## src/rtl/eth_pkg.sv

```systemverilog
// Shared constants and state encoding for the Ethernet TX FCS path.
// The CRC-32 is the reflected form: bits are processed LSB first, and the low nibble goes first.
package eth_pkg;
   localparam logic [31:0] CRC32_INIT      = 32'hFFFF_FFFF;
   localparam logic [31:0] CRC32_RESIDUE   = 32'hDEBB_20E3;
   localparam logic [31:0] CRC32_POLY      = 32'hEDB8_8320;
   localparam int          ETH_MIN_NIBBLES = 120;
   localparam int          FCS_NIBBLES     = 8;

   typedef enum logic [2:0] {
      S_DATA = 3'b001,
      S_PAD  = 3'b010,
      S_FCS  = 3'b100
   } fcs_state_t;
endpackage

```

## src/rtl/crc32_4bit.sv

```systemverilog
// Combinational update of the reflected Ethernet CRC-32 by one nibble, taken LSB first.
module crc32_4bit
   import eth_pkg::*;
(
   input  logic [31:0] crc_in,
   input  logic [3:0]  data,
   output logic [31:0] crc_out
);

   always_comb begin
      crc_out = crc_in;
      for (int i = 0; i < 4; i++) begin
         crc_out = (crc_out[0] ^ data[i]) ? ((crc_out >> 1) ^ CRC32_POLY) : (crc_out >> 1);
      end
   end

endmodule

```

## src/rtl/eth_tx_fcs_inserter.sv

```systemverilog
// MII TX nibble stream: pass frame data through, zero-pad short frames, then append the FCS.
// Data passes through with zero latency. Pad and FCS nibbles are generated while upstream is stalled.
module eth_tx_fcs_inserter
   import eth_pkg::*;
#(
   parameter bit PAD_EN      = 1'b1,
   parameter int MIN_NIBBLES = ETH_MIN_NIBBLES
) (
   input  logic       clk,
   input  logic       reset_n,
   input  logic       in_valid,
   input  logic [3:0] in_data,
   input  logic       in_last,
   output logic       in_ready,
   output logic       out_valid,
   output logic [3:0] out_data,
   output logic       out_last,
   input  logic       out_ready
);

   localparam int               CNT_W    = $clog2(MIN_NIBBLES + 1);
   localparam logic [CNT_W-1:0] CNT_MAX  = CNT_W'(MIN_NIBBLES);
   localparam logic [CNT_W:0]   MIN_EXT  = (CNT_W + 1)'(MIN_NIBBLES);
   localparam logic [2:0]       FCS_LAST = 3'(FCS_NIBBLES - 1);

   fcs_state_t       state, state_nxt;
   logic [31:0]      crc, crc_upd;
   logic [CNT_W-1:0] cnt;
   logic [CNT_W:0]   cnt_p1;
   logic [2:0]       fcs_idx;
   logic [3:0]       crc_din;
   logic             v_int, r_int, l_int, xfer;
   logic [3:0]       d_int;

   function automatic logic [CNT_W-1:0] cnt_sat_inc(input logic [CNT_W-1:0] c);
      return (c >= CNT_MAX) ? c : c + CNT_W'(1);
   endfunction

   crc32_4bit u_crc (
      .crc_in  (crc),
      .data    (crc_din),
      .crc_out (crc_upd)
   );

   assign cnt_p1 = {1'b0, cnt} + (CNT_W + 1)'(1);

   always_comb begin
      v_int     = 1'b0;
      r_int     = 1'b0;
      l_int     = 1'b0;
      d_int     = 4'h0;
      crc_din   = 4'h0;
      state_nxt = state;
      case (state)
         S_DATA: begin
            v_int   = in_valid;
            r_int   = out_ready;
            d_int   = in_data;
            crc_din = in_data;
            if (in_valid && out_ready && in_last) begin
               state_nxt = (PAD_EN && (cnt_p1 < MIN_EXT)) ? S_PAD : S_FCS;
            end
         end
         S_PAD: begin
            v_int = 1'b1;
            if (out_ready && (cnt_sat_inc(cnt) == CNT_MAX)) state_nxt = S_FCS;
         end
         S_FCS: begin
            v_int = 1'b1;
            d_int = ~crc[{fcs_idx, 2'b00} +: 4];
            l_int = (fcs_idx == FCS_LAST);
            if (out_ready && l_int) state_nxt = S_DATA;
         end
         default: state_nxt = S_DATA;
      endcase
   end

   // Outputs are gated while reset is held so the downstream sees an idle bus.
   assign xfer      = v_int & out_ready;
   assign in_ready  = reset_n & r_int;
   assign out_valid = reset_n & v_int;
   assign out_last  = reset_n & l_int;
   assign out_data  = reset_n ? d_int : 4'h0;

   always_ff @(posedge clk) begin
      if (!reset_n) state <= S_DATA;
      else          state <= state_nxt;
   end

   always_ff @(posedge clk) begin
      if (!reset_n) begin
         crc     <= CRC32_INIT;
         cnt     <= '0;
         fcs_idx <= '0;
      end else if (xfer) begin
         case (state)
            S_DATA, S_PAD: begin
               crc <= crc_upd;
               cnt <= cnt_sat_inc(cnt);
            end
            S_FCS: begin
               if (fcs_idx == FCS_LAST) begin
                  crc     <= CRC32_INIT;
                  cnt     <= '0;
                  fcs_idx <= '0;
               end else begin
                  fcs_idx <= fcs_idx + 3'd1;
               end
            end
            default: ;
         endcase
      end
   end

endmodule

```

## config.mk

```make
export PLATFORM = sky130hd
export DESIGN_NAME = eth_tx_fcs_inserter
export DESIGN_NICKNAME = d
export VERILOG_FILES = /design/src/rtl/eth_pkg.sv /design/src/rtl/crc32_4bit.sv /design/src/rtl/eth_tx_fcs_inserter.sv
export SDC_FILE = /design/constraint.sdc
export NUM_CORES = 1
export LEC_CHECK = 0
export BUFFER_PORTS_ARGS = -buffer_cell sky130_fd_sc_hd__buf_2
export CAP_MARGIN = 5
export CORE_MARGIN = 3
export CORE_UTILIZATION = 41
export CTS_CLUSTER_DIAMETER = 40
export DETAILED_ROUTE_END_ITERATION = 16
export GPL_TIMING_DRIVEN = 0
export PLACE_DENSITY_LB_ADDON = 0.25
export SYNTH_ARGS = -nofsm -noshare
export SYNTH_HDL_FRONTEND = slang
export SYNTH_SLANG_ARGS = --single-unit
```

## constraint.sdc

```tcl
create_clock -name clk -period 4.2 [get_ports clk]
set_input_delay 0.42 -clock clk [delete_from_list [all_inputs] [get_ports clk]]
set_output_delay 0.42 -clock clk [all_outputs]
set_load 0.005 [all_outputs]
```

Word level (Yosys, flattened, before mapping)
Cells that the tools add are included.
- flip-flop bits (word level): 45
- output and inout bits: 7
- word-level logic and storage cells: 63
- add/sub/neg operators: 3
- order comparisons: 2
- equality and inequality tests: 9
- shifts and indexed selects: 1
- mux-type cells: 21
- bitwise operators: 13
- reductions and logical operators: 10
- operators with widths (kind ; count):
    32-bit two-way mux ; 5
    32-bit case mux with 2 select lines ; 1
    13-bit NOT with 14-bit output ; 4
    32-bit by 6-bit indexed part select with 4-bit output ; 1
    3-bit two-way mux ; 5
    7-bit two-way mux ; 2
    7-bit case mux with 2 select lines ; 1
    3-bit case mux with 3 select lines ; 1
    7-bit by 1-bit adder with 8-bit output (second input constant) ; 1
    8-bit by 7-bit < comparator with 1-bit output (second input constant) ; 1
    4-bit two-way mux ; 2
    2-bit inequality test (second input constant) ; 4
    4-bit case mux with 2 select lines ; 1
    7-bit by 1-bit adder with 7-bit output (second input constant) ; 1
    7-bit equality test (second input constant) ; 1
    7-bit greater-or-equal comparator (second input constant) ; 1
    3-bit equality test (second input constant) ; 2
    3-bit AND reduction ; 2
    1-bit bitwise AND ; 4
    1-bit logical AND ; 4
    4-bit NOT ; 1
    2-bit OR reduction ; 2
    1-bit XOR ; 4
    3-bit by 1-bit adder with 3-bit output (second input constant) ; 1
    other kinds (6) ; 7

Longest topological paths before layout
Gate-level depths: netlist (run 1).
- depth after elaboration: 11
- gate-level depth with buffers: 8

Hierarchy
Synthesis (run 1) repeated with hierarchy kept, for this count alone.
- cell total of the unflattened synthesis: 343
- area total of the unflattened synthesis: 3290.7 um^2
- by module, submodules not included (module ; instances ; cells an instance ; area an instance (um^2)):
    eth_tx_fcs_inserter ; 1 ; 295 ; 2481.1
    crc32_4bit ; 1 ; 48 ; 809.5

Worst setup path after synthesis (run 1)
Ideal clock, no wire load.
- kind: register to output
- from: register fcs_idx[0]
- to: output out_data[0]
- arrival: 1430 ps
- required time: 3780 ps
- path slack: 2350 ps
- cell stages (with the launch flop): 6
- path buffers: 1
- path through: dfxtp_1 buf_2 mux4_2 mux2i_1 a21oi_1 nor2b_1
- word-level cells in the longest chain between the ends: 4
- RTL lines (item ; line ; source):
    from (decl) ; eth_tx_fcs_inserter.sv:30 ; logic [2:0] fcs_idx;
    from (signal assigned) ; eth_tx_fcs_inserter.sv:107 ; fcs_idx <= fcs_idx + 3'd1;
    32-bit by 6-bit indexed part select with 4-bit output ; eth_tx_fcs_inserter.sv:70 ; d_int = ~crc[{fcs_idx, 2'b00} +: 4];
    4-bit NOT ; eth_tx_fcs_inserter.sv:70 ;
    4-bit case mux with 2 select lines ; eth_tx_fcs_inserter.sv:54 ; case (state)
    4-bit two-way mux ; eth_tx_fcs_inserter.sv:83 ; assign out_data = reset_n ? d_int : 4'h0;
    to (decl) ; eth_tx_fcs_inserter.sv:16 ; output logic [3:0] out_data,
No other way between the ends.

Worst setup path in the final report (run 1)
- from: register state[1]
- to: output out_data[2]
- word-level cells in the longest chain between the ends: 3
- elaborated cells between the ends (all ways): 4
- RTL lines (item ; line ; source):
    from (decl) ; eth_tx_fcs_inserter.sv:26 ; fcs_state_t state, state_nxt;
    from (signal assigned) ; eth_tx_fcs_inserter.sv:87 ; else state <= state_nxt;
    3-bit equality test or 3-bit by 1-bit equality test with 1-bit output (tied branches) ; eth_tx_fcs_inserter.sv:54 ;
    4-bit case mux with 2 select lines (*) ; eth_tx_fcs_inserter.sv:54 ;
    4-bit two-way mux (*) ; eth_tx_fcs_inserter.sv:83 ;
Every way passes the cells marked *; elsewhere a longest branch is shown, timed or not.

==> impl_metrics.csv, run 1 <==
group,metric,value,unit
route,number_of_drc_violations_after_detailed_routing_iteration_0,162,
route,dr_total_vias,2272,
global_route,vias_in_the_first_global_route,2143,
floorplan,fp.dieH,91.97,um
worst_setup_path,timing.critical_path.from,"state[1]$_SDFFE_PN0P_",
sta,grt_setup_unrepaired,"false",
logic_synthesis,syn-mean-instance-area,10.31,um^2
sta,timing.slew.headroom,47.91,%
route,drt_drc_violations_left,0,
final_layout,layout-drive-gt1-share,19.94,%
placed_design,place.gp.congestion,0.8390,
flow_run,cap_violations,0,
placed_design,place_ws,1.753,ns
final_layout,area_delta_synth_final,9.042,%
clocking,tritoncts.num_buffers,5,
global_route,grt_overflow_total,0,
logic_synthesis,synth_edf_count,0,
logic_synthesis,netlist_top_cells_area,"sky130_fd_sc_hd__dfxtp_1 30%, sky130_fd_sc_hd__xnor3_1 6.7%, sky130_fd_sc_hd__mux4_2 5.9%",
floorplan,core_region_area,6982,um^2
worst_setup_path,capturing_point_of_the_worst_reg2reg_path,"crc[14]$_SDFFE_PN1P_",
worst_setup_path,endpoint,"out_data[2]",
placed_design,port-buffer-count,14,
final_layout,diodes,0,
pwr,cellPowerDensity,320.7,nW/um^2
floorplan,start_util,43.41,%
sta,setup-tns-final,0,ns
floorplan,number_of_top_level_pins,16,
worst_setup_path,crit_arrival,2.36,ns
sta,number_of_max_slew_violations_in_the_final_report,0,
min_path,worstHoldPathType,"register to register",
sta,finalSetupViolCount,0,
worst_setup_path,worstSetupStartpointType,"register",
logic_synthesis,ys_types,58,
sta,fin_crit,2.780,ns
clocking,number_of_gates_given_a_new_drive_strength_after_cts,0,
logic_synthesis,synth_seq_area_share,29.73,%
clocking,ctsHoldBuffers,0,
floorplan,floorplan.rows,30,
logic_synthesis,ys.flop_type,"sky130_fd_sc_hd__dfxtp_1",
worst_setup_path,crit_path_cell_trace,"buf_2, nor3b_2, clkbuf_1, a21oi_1, nor2b_1, buf_2",
worst_setup_path,kind_of_capture_point_of_the_worst_setup_path,"output port",
global_route,track_usage,17.44,%
sta,post-route-worst-setup-slack,1.420,ns
logic_synthesis,synthCells,294,
logic_synthesis,synth_fp_nets,307,
pwr,vdd.ir_drop.worst,0.0001394,V
sta,finalHoldViolCount,0,
logic_synthesis,synth_top_area_share,29.73,%
sta,skew,0.01008,ns
logic_synthesis,synthesis.area,3030,um^2
clocking,post-cts-setup-buffers,0,
worst_setup_path,timing.critical_path.fanout_max,10,
placed_design,place.detailed.hpwl,5090,um
sta,min_period_over_period,66.19,%
clocking,post_cts_clock_slew_at_the_launch_and_capture_registers_of_the_worst_setup_and_hold_paths,0.09,ns
clocking,cts_max_level,2,
clocking,cts_root_buf,"sky130_fd_sc_hd__clkbuf_8",
final_layout,fin_cells,412,
global_route,first_pass_grt_wire_length,11700,um
worst_setup_path,worstSetupPathType,"register to output port",
logic_synthesis,synth_largest_area_cell,"sky130_fd_sc_hd__dfxtp_1",
floorplan,die-area,8458,um^2
clocking,cts_sinks,45,
logic_synthesis,synth-seq-cells,45,
route,drt_first_pass_iters,5,
worst_setup_path,setup.reg_to_reg.worst_slack,2.00,ns
final_layout,finalNetCount,328,
route,post_drt_wl_per_cell,17.23,um
logic_synthesis,synth_async_sr_flop_share,0,%
route,detail_route.vias_per_cell,5.515,
clocking,max-clock-path-buffers,2,
route,route.antenna.remaining_nets,0,
run_status,status,"completed",
sta,tightest_slew,0.7799,ns
route,detail_route.wirelength,7098,um
logic_synthesis,syn_warnings,0,
worst_setup_path,cp.required,3.78,ns
clocking,tritoncts,"yes",
clocking,clk_latency,0.30,ns
worst_setup_path,critPathMaxStageDelay,0.63,ns
floorplan,die-width,91.97,um
worst_setup_path,critical_path_slowest_stage_cell,"sky130_fd_sc_hd__nor3b_2",
worst_setup_path,worstRegToRegCells,7,
worst_setup_path,worst_path_most_repeated_cell,"sky130_fd_sc_hd__buf_2",
worst_setup_path,r2r_start,"state[1]$_SDFFE_PN0P_",
placed_design,placed_cells_incl_taps,404,
sta,timing.fmax,359.7,MHz
final_layout,fillers,697,
pwr,leakagePower,1.333,nW
global_route,antenna_found_initial,0,
global_route,grt_start_max_net_pins,14,
==> cells in the final DEF, fill, tap and decap left out, types with 6 or more instances in the layout <==
cell | synthesis | layout
sky130_fd_sc_hd__nor2_1 | 11 | 11
sky130_fd_sc_hd__mux2i_1 | 14 | 14
sky130_fd_sc_hd__nand2_1 | 30 | 30
sky130_fd_sc_hd__dfxtp_1 | 45 | 45
sky130_fd_sc_hd__o21ai_0 | 16 | 16
sky130_fd_sc_hd__nor2b_1 | 8 | 8
sky130_fd_sc_hd__xnor3_1 | 9 | 9
sky130_fd_sc_hd__a21oi_1 | 13 | 13
sky130_fd_sc_hd__mux4_2 | 8 | 8
sky130_fd_sc_hd__buf_2 | 7 | 21
sky130_fd_sc_hd__clkbuf_8 | 1 | 6
sky130_fd_sc_hd__xor2_1 | 8 | 8
sky130_fd_sc_hd__xnor2_1 | 11 | 11
sky130_fd_sc_hd__nor3_1 | 9 | 9
sky130_fd_sc_hd__clkbuf_1 | 14 | 16
sky130_fd_sc_hd__a2bb2oi_1 | 15 | 15
==> routing by layer <==
metal | routed length [um] | GRT usage, %
met5 | 0 | 0
met2 | 3135 | 25.12
met3 | 240 | 2.543
met1 | 3579 | 26.61
met4 | 142 | 5.569
==> sequential cells by signal (all words and copies together), names as in the netlist <==
| name | cells |
|---|---|
| crc | 32 |
| state | 3 |
| cnt | 7 |
| fcs_idx | 3 |
==> cells by family (layout without fill, tap and decap cells) <==
logic type / count (synthesis) / count (layout) / share of synthesized area, %
muxes: 22 / 22 / 10.57
AOI/OAI and AO/OA: 68 / 68 / 16.27
and+or+nand+nor: 89 / 89 / 16.47
DFF: 45 / 45 / 29.73
buffers and inverters: 29 / 51 / 5.656
adders and majority gates: 4 / 4 / 1.652
xor gates and xnor gates: 37 / 37 / 19.65
==> cell type report <==
class,count,area (um^2),area share [%]
buffer,26,160.2,4.847
clock buffer,7,76.32,2.310
inverter,3,11.26,0.3408
clock inverter,1,7.507,0.2272
tap,96,120.1,3.635
multi-input combinational,220,1958,59.26
sequential,45,900.9,27.26
timing repair buffer,14,70.07,2.120
==> synthesized netlist by cell type, types with 4 or more instances <==
cell,instances
sky130_fd_sc_hd__clkbuf_1,14
sky130_fd_sc_hd__xnor2_1,11
sky130_fd_sc_hd__mux4_2,8
sky130_fd_sc_hd__a21oi_1,13
sky130_fd_sc_hd__ha_1,4
sky130_fd_sc_hd__and3_1,4
sky130_fd_sc_hd__dfxtp_1,45
sky130_fd_sc_hd__o21ai_0,16
sky130_fd_sc_hd__buf_2,7
sky130_fd_sc_hd__a21boi_0,4
sky130_fd_sc_hd__nor3_1,9
sky130_fd_sc_hd__nor2_1,11
sky130_fd_sc_hd__nand2_1,30
sky130_fd_sc_hd__xnor3_1,9
sky130_fd_sc_hd__nand3_1,4
sky130_fd_sc_hd__mux2i_1,14
sky130_fd_sc_hd__a2bb2oi_1,15
sky130_fd_sc_hd__xnor2_4,4
sky130_fd_sc_hd__xor2_1,8
sky130_fd_sc_hd__nand4_1,4
sky130_fd_sc_hd__nor2b_1,8
==> metrics by stage <==
| step | cell area (um^2) | hold slack [ns] | util [%] | power (W) |
|---|---|---|---|---|
| after global routing | 3304 | 0.5226 | 47.33 | 0.001110 |
| final | 3304 | 0.5127 | 47.33 | 0.001060 |
| after detailed placement | 3221 | 0.4946 | 46.13 | 0.0007956 |
| after floorplan | 3030 | 0.4604 | - | 0.0007404 |
| after CTS | 3304 | 0.5133 | 47.33 | 0.001063 |
| after global placement | 3221 | 0.4854 | 46.13 | 0.0007914 |
==> power by group <==
part | total, W | switching [W] | leakage (nW) | internal (W)
Sequential | 0.000485 | 0.0000283 | 0.368 | 0.000457
Clock | 0.000273 | 0.000155 | 0.0385 | 0.000118
Combinational | 0.000302 | 0.000128 | 0.927 | 0.000173
Total | 0.00106 | 0.000312 | 1.33 | 0.000748
==> worst max-delay path: cells and delay by family (launching register included) <==
family,cells,cell delay [ns]
buffers and inverters,3,0.80
and+or+nand+nor,2,0.75
DFF,1,0.36
AOI/OAI and AO/OA,1,0.15
==> worst min-delay path by stage <==
stage,from,endpoint,cells after the start
final,crc[20]$_SDFFE_PN1P_,crc[20]$_SDFFE_PN1P_,1
after global routing,crc[17]$_SDFFE_PN1P_,crc[17]$_SDFFE_PN1P_,1
after CTS,crc[8]$_SDFFE_PN1P_,crc[8]$_SDFFE_PN1P_,1
after detailed placement,crc[20]$_SDFFE_PN1P_,crc[20]$_SDFFE_PN1P_,1
after global placement,crc[13]$_SDFFE_PN1P_,crc[13]$_SDFFE_PN1P_,2
after floorplan,crc[14]$_SDFFE_PN1P_,crc[14]$_SDFFE_PN1P_,2
Note: power is estimated with default switching activity, not from simulation.
==> inputs of run 2 (changes only) <==
==> constraint.sdc (replaced) <==
create_clock -name clk -period 2.5 [get_ports clk]
set_input_delay 0.25 -clock clk [delete_from_list [all_inputs] [get_ports clk]]
set_output_delay 0.25 -clock clk [all_outputs]
set_load 0.005 [all_outputs]
==> run 2 against run 1 <==
Net effect:
- cell area up 0.23%
- highest routed layer unchanged
- cell count unchanged
- worst setup slack lost 1.2 ns
- clock power up 69%
- critical endpoint is now out_data[1]
- register-to-register slack worse by 1.7 ns
==> impl_metrics.csv, run 2 (same netlist as run 1, synthesis figures left out) <==
group,metric,value,unit
run_status,status,"completed",
global_route,grt_start_max_net_pins,14,
worst_setup_path,worst_path_most_repeated_cell,"sky130_fd_sc_hd__buf_2",
worst_setup_path,worstSetupStartpointType,"register",
clocking,post_cts_clock_slew_at_the_launch_and_capture_registers_of_the_worst_setup_and_hold_paths,0.09,ns
worst_setup_path,critical_path_slowest_stage_cell,"sky130_fd_sc_hd__mux4_2",
floorplan,number_of_top_level_pins,16,
placed_design,place.gp.congestion,0.8390,
route,route.antenna.remaining_nets,0,
pwr,leakagePower,1.337,nW
global_route,grt_overflow_total,0,
floorplan,die-width,91.97,um
sta,final.hold.worst_slack,0.4080,ns
clocking,clk_latency,0.30,ns
worst_setup_path,crit_arrival,2.03,ns
placed_design,placed_cells_incl_taps,404,
final_layout,largestRegisters,"crc: 32 flops, cnt: 7 flops",
placed_design,port-buffer-count,14,
sta,timing.fmax,438.6,MHz
final_layout,regMostFlops,"crc",
sta,setup-tns-final,0,ns
final_layout,layout.cells.most_common_list,"45 x sky130_fd_sc_hd__dfxtp_1, 30 x sky130_fd_sc_hd__nand2_1, 21 x sky130_fd_sc_hd__buf_2, 16 x sky130_fd_sc_hd__o21ai_0",
route,post_drt_wl_per_cell,17.17,um
clocking,ctsHoldBuffers,0,
sta,fin_crit,2.280,ns
route,drt_first_pass_iters,5,
clocking,tritoncts,"yes",
flow_run,cap_violations,0,
worst_setup_path,cp.required,2.25,ns
sta,min_period_over_period,91.19,%
global_route,first_pass_grt_wire_length,11710,um
route,detail_route.wirelength,7075,um
global_route,antenna_found_initial,0,
route,detail_route.vias_per_cell,5.541,
sta,tightest_slew,0.8129,ns
pwr,cellPowerDensity,538.4,nW/um^2
sta,grt_setup_unrepaired,"false",
final_layout,fin_cells,412,
worst_setup_path,timing.critical_path.fanout_max,10,
sta,finalSetupViolCount,0,
route,drt_drc_violations_left,0,
floorplan,start_util,43.41,%
sta,finalHoldViolCount,0,
final_layout,mostFrequentLayoutCell,"sky130_fd_sc_hd__dfxtp_1",
floorplan,floorplan.rows,30,
global_route,vias_in_the_first_global_route,2146,
clocking,post-cts-setup-buffers,0,
worst_setup_path,kind_of_capture_point_of_the_worst_setup_path,"output port",
floorplan,core_region_area,6982,um^2
worst_setup_path,crit_path_cell_trace,"buf_2, mux4_2, mux2i_1, a21oi_1, nor2b_1, buf_2",
clocking,max-clock-path-buffers,2,
final_layout,largest_register_ff_count,32,
final_layout,diodes,0,
floorplan,fp.dieH,91.97,um
final_layout,final_core_util,47.44,%
sta,number_of_max_slew_violations_in_the_final_report,0,
clocking,cts_sinks,45,
clocking,cts_root_buf,"sky130_fd_sc_hd__clkbuf_8",
min_path,worstHoldPathType,"input port to register",
final_layout,area_delta_synth_final,9.290,%
final_layout,layout-drive-gt1-share,20.25,%
placed_design,place.detailed.hpwl,5090,um
sta,timing.slew.headroom,45.70,%
sta,skew,0.009437,ns
route,number_of_drc_violations_after_detailed_routing_iteration_0,142,
clocking,cts_max_level,2,
floorplan,die-area,8458,um^2
clocking,tritoncts.num_buffers,5,
worst_setup_path,setup.reg_to_reg.worst_slack,0.26,ns
global_route,track_usage,17.46,%
worst_setup_path,critPathMaxStageDelay,0.56,ns
final_layout,finalNetCount,328,
pwr,vdd.ir_drop.worst,0.0002339,V
route,dr_total_vias,2283,
worst_setup_path,worstSetupPathType,"register to output port",
## run 2: cell types whose count changed in the layout (fill, tap and decap cells not counted)
cell,delta
sky130_fd_sc_hd__clkbuf_1,-1
sky130_fd_sc_hd__nor3b_4,+1
sky130_fd_sc_hd__nor3b_2,-1
sky130_fd_sc_hd__clkbuf_2,+1
## run 2: per-stage QoR
step / power, W / worst slack, ns / instance area [um^2]
floorplan: 0.001244 / 0.6714 / 3030
global placement: 0.001330 / 0.2087 / 3221
detailed placement: 0.001337 / 0.2228 / 3221
CTS: 0.001786 / 0.04983 / 3311
global route: 0.001865 / 0.07161 / 3312
finish: 0.001783 / 0.2203 / 3312
## run 2: final cells by class
| cell class | count | area [um^2] |
|---|---|---|
| multi-input combinational | 220 | 1964 |
| inverter | 3 | 11.26 |
| fill | 696 | 3670 |
| buffer | 26 | 161.4 |
| clock inverter | 1 | 7.507 |
| tap | 96 | 120.1 |
| clock buffer | 7 | 76.32 |
| timing repair buffer | 14 | 70.07 |
| sequential | 45 | 900.9 |
## run 2: power by group
part           leakage [nW]  switching, W  internal (W)
Sequential            0.368     0.0000475      0.000767
Clock                0.0385      0.000262      0.000199
Combinational         0.931      0.000216      0.000291
Total                  1.34      0.000526       0.00126
## run 2: path summary, 6_finish.rpt
check                          start              endpoint  cells after the start
max          fcs_idx[0]$_SDFFE_PN0P_           out_data[1]                      6
min                          reset_n  crc[18]$_SDFFE_PN1P_                      4
max reg2reg    state[1]$_SDFFE_PN0P_  crc[14]$_SDFFE_PN1P_                      7
min reg2reg      crc[8]$_SDFFE_PN1P_   crc[8]$_SDFFE_PN1P_                      1
## run 2: critical path, delay by kind of cell, from the launching register on
family          cells  cell delay, ns
compound gates      1            0.09
buf+inv             2            0.44
flops               1            0.35
mux                 2            0.73
simple gates        1            0.12
## run 2: routing by layer
metal  wire length (um)  vias up  global-route usage [%]
met4                137        0                   5.569
li1                   -     1104                       -
met3                214       13                   2.543
met2               3175       47                   25.12
met5                  0        -                       0
met1               3548     1119                   26.66
## run 2: what timing repair did
item / in CTS / in global routing
gates resized for setup: 1 / 2
endpoints found under the setup margin: 2 / 2
endpoints found under the hold margin: 0 / 0
==> inputs of run 3 (changes only) <==
--- a/config.mk
+++ b/config.mk
@@ -5,10 +5,11 @@
 export SDC_FILE = /design/constraint.sdc
 export NUM_CORES = 1
 export LEC_CHECK = 0
+export ABC_AREA = 0
 export BUFFER_PORTS_ARGS = -buffer_cell sky130_fd_sc_hd__buf_2
 export CAP_MARGIN = 5
 export CORE_MARGIN = 3
-export CORE_UTILIZATION = 41
+export CORE_UTILIZATION = 25
 export CTS_CLUSTER_DIAMETER = 40
 export DETAILED_ROUTE_END_ITERATION = 16
 export GPL_TIMING_DRIVEN = 0
==> run 3 against run 2 <==
Net effect:
- combinational power barely moved
- via count is 2.5% lower
- fmax increased by 0.73%
- non-clock buffer count unchanged
==> impl_metrics.csv, run 3 (same netlist as run 1, synthesis figures left out) <==
group,metric,value,unit
sta,skew,0.002923,ns
sta,final.hold.worst_slack,0.4386,ns
final_layout,multiInputGateArea,1966,um^2
sta,setup-tns-final,0,ns
global_route,grt.met3_usage,2.021,%
sta,timing.slew.headroom,39.94,%
final_layout,largestRegisters,"crc: 32 flops, cnt: 7 flops",
global_route,grt_most_used_layer,"met2",
final_layout,fillers,1225,
global_route,grt_overflow_total,0,
final_layout,postLayoutCellArea,3452,um^2
clocking,tritoncts,"yes",
worst_setup_path,crit_path_cell_trace,"clkbuf_4, mux4_2, mux2i_1, a21oi_1, nor2b_1, buf_2",
clocking,cts_max_level,2,
placed_design,place.gp.congestion,0.7394,
worst_setup_path,worstRegToRegCells,5,
clocking,cts_sinks,45,
sta,min_period_over_period,90.52,%
floorplan,core_region_area,11610,um^2
clocking,tritoncts.num_buffers,5,
pwr,cellPowerDensity,599.5,nW/um^2
min_path,hold_path_end,"fcs_idx[2]$_SDFFE_PN0P_",
pwr,vdd.ir_drop.worst,0.0002703,V
final_layout,finalNetCount,328,
final_layout,regMostFlops,"crc",
worst_setup_path,cp_num_cells,6,
worst_setup_path,setup.reg_to_reg.worst_slack,0.29,ns
clocking,post_cts_clock_slew_at_the_launch_and_capture_registers_of_the_worst_setup_and_hold_paths,0.06,ns
global_route,vias_in_the_first_global_route,2172,
min_path,worst_hold_startpoint,"out_ready",
worst_setup_path,critical_path_slowest_stage_cell,"sky130_fd_sc_hd__mux4_2",
worst_setup_path,cp_num_buf_inv,2,
worst_setup_path,critPathMaxStageDelay,0.54,ns
sta,fin_crit,2.263,ns
route,drt_drc_violations_left,0,
clocking,cts_root_buf,"sky130_fd_sc_hd__clkbuf_16",
placed_design,port-buffer-count,14,
clocking,clk_latency,0.28,ns
sta,grt_setup_unrepaired,"false",
global_route,global_route.usage.met2,18.49,%
final_layout,area_delta_synth_final,13.91,%
final_layout,layout.cells.most_common_list,"45 x sky130_fd_sc_hd__dfxtp_1, 30 x sky130_fd_sc_hd__nand2_1, 20 x sky130_fd_sc_hd__buf_2, 16 x sky130_fd_sc_hd__o21ai_0, 15 x sky130_fd_sc_hd__a2bb2oi_1",
global_route,grt_util_met1,16.53,%
floorplan,number_of_top_level_pins,16,
sta,timing.fmax,441.9,MHz
worst_setup_path,kind_of_capture_point_of_the_worst_setup_path,"output port",
worst_setup_path,timing.critical_path.fanout_max,10,
floorplan,die-width,116.1,um
route,route.antenna.remaining_nets,0,
flow_run,cap_violations,0,
sta,finalSetupViolCount,0,
worst_setup_path,worstSetupStartpointType,"register",
final_layout,layout-drive-gt1-share,20.95,%
global_route,grt_start_max_net_pins,14,
final_layout,diodes,0,
final_layout,largest_register_ff_count,32,
floorplan,fp.dieH,116.1,um
worst_setup_path,timing.critical_path.from,"fcs_idx[0]$_SDFFE_PN0P_",
route,drt_first_pass_iters,4,
worst_setup_path,worstSetupPathType,"register to output port",
sta,number_of_max_slew_violations_in_the_final_report,0,
floorplan,die-area,13480,um^2
pwr,leakagePower,1.381,nW
clocking,max-clock-path-buffers,2,
global_route,antenna_found_initial,0,
min_path,worstHoldPathType,"input port to register",
placed_design,detailed_place.area,3279,um^2
worst_setup_path,crit_arrival,2.01,ns
run_status,status,"completed",
floorplan,start_util,26.09,%
final_layout,sequential_cell_area,900.9,um^2
min_path,hold-path-cell-count,3,
route,detail_route.vias_per_cell,4.858,
global_route,first_pass_grt_wire_length,12060,um
final_layout,mostFrequentLayoutCell,"sky130_fd_sc_hd__dfxtp_1",
sta,finalHoldViolCount,0,
placed_design,place.detailed.hpwl,5532,um
worst_setup_path,r2r_start,"state[1]$_SDFFE_PN0P_",
route,detail_route.wirelength,7492,um
sta,tightest_slew,0.8992,ns
global_route,track_usage,11.77,%
worst_setup_path,cp.required,2.25,ns
route,number_of_drc_violations_after_detailed_routing_iteration_0,123,
route,post_drt_wl_per_cell,16.36,um
worst_setup_path,capturing_point_of_the_worst_reg2reg_path,"crc[24]$_SDFFE_PN1P_",
worst_setup_path,cp_top_family,"multiplexers",
floorplan,floorplan.rows,39,
route,dr_total_vias,2225,
run 3: changes by cell type in the layout (fill, tap and decap cells not counted):
cell	change
sky130_fd_sc_hd__clkbuf_2	+1
sky130_fd_sc_hd__clkbuf_4	+1
sky130_fd_sc_hd__clkbuf_8	-5
sky130_fd_sc_hd__clkbuf_16	+5
sky130_fd_sc_hd__clkbuf_1	-3
sky130_fd_sc_hd__bufinv_16	+1
sky130_fd_sc_hd__a2111oi_0	-1
sky130_fd_sc_hd__clkinvlp_4	-1
sky130_fd_sc_hd__buf_2	-1
sky130_fd_sc_hd__a2111oi_1	+1
sky130_fd_sc_hd__clkinv_2	+1
run 3: worst min-delay path, cell delays in order:
cell and delay [ns]:
sky130_fd_sc_hd__clkbuf_1 0.22, sky130_fd_sc_hd__nand3_1 0.14, sky130_fd_sc_hd__a21boi_0 0.06
run 3: cell type report:
type                            count  share of cell area, %
Multi-Input combinational cell    220                  56.94
Sequential cell                    45                  26.10
Tap cell                          143                  5.183
Buffer                             26                  4.784
Clock buffer                        5                  3.625
Timing Repair Buffer               14                  2.030
Clock inverter                      2                  1.015
Inverter                            3                 0.3262
run 3: how the worst max path moves through the flow:
stage                      endpoint  slack (ns)
3_3_place_gp            out_data[2]        0.22
3_5_place_dp            out_data[2]        0.23
6_report                out_data[0]        0.24
4_1_cts                 out_data[0]        0.08
2_1_floorplan  crc[21]$_SDFFE_PN1P_        0.67
5_1_grt                 out_data[0]        0.07
run 3: metrics by stage:
| stage | worst slack [ns] | instances | utilization [%] | total power (W) |
|---|---|---|---|---|
| final | 0.2369 | 458 | 29.72 | 0.002069 |
| after global routing | 0.06912 | 458 | 29.72 | 0.002172 |
| after CTS | 0.07559 | 458 | 29.63 | 0.002091 |
| after detailed placement | 0.2287 | 451 | 28.24 | 0.001343 |
| after global placement | 0.2172 | 451 | 28.24 | 0.001339 |
| after floorplan | 0.6714 | 294 | - | 0.001244 |
run 3: routing by layer:
layer / share of wire (%) / vias up
met1: 51 / 1080
met5: 0 / -
met4: 1.2 / 0
met2: 46 / 30
li1: - / 1110
met3: 2.4 / 5
run 3: report_power, final:
part / internal (W) / switching (W) / total, W
Clock: 0.000465 / 0.000280 / 0.000744
Sequential: 0.000768 / 0.0000468 / 0.000815
Combinational: 0.000291 / 0.000219 / 0.000510
Total: 0.00152 / 0.000546 / 0.00207
run 3: timing repair:
action | CTS | global route
setup endpoints to repair | 1 | 3
hold buffers | 0 | 0
resized for setup | 1 | 5
buffers inserted | 0 | 0
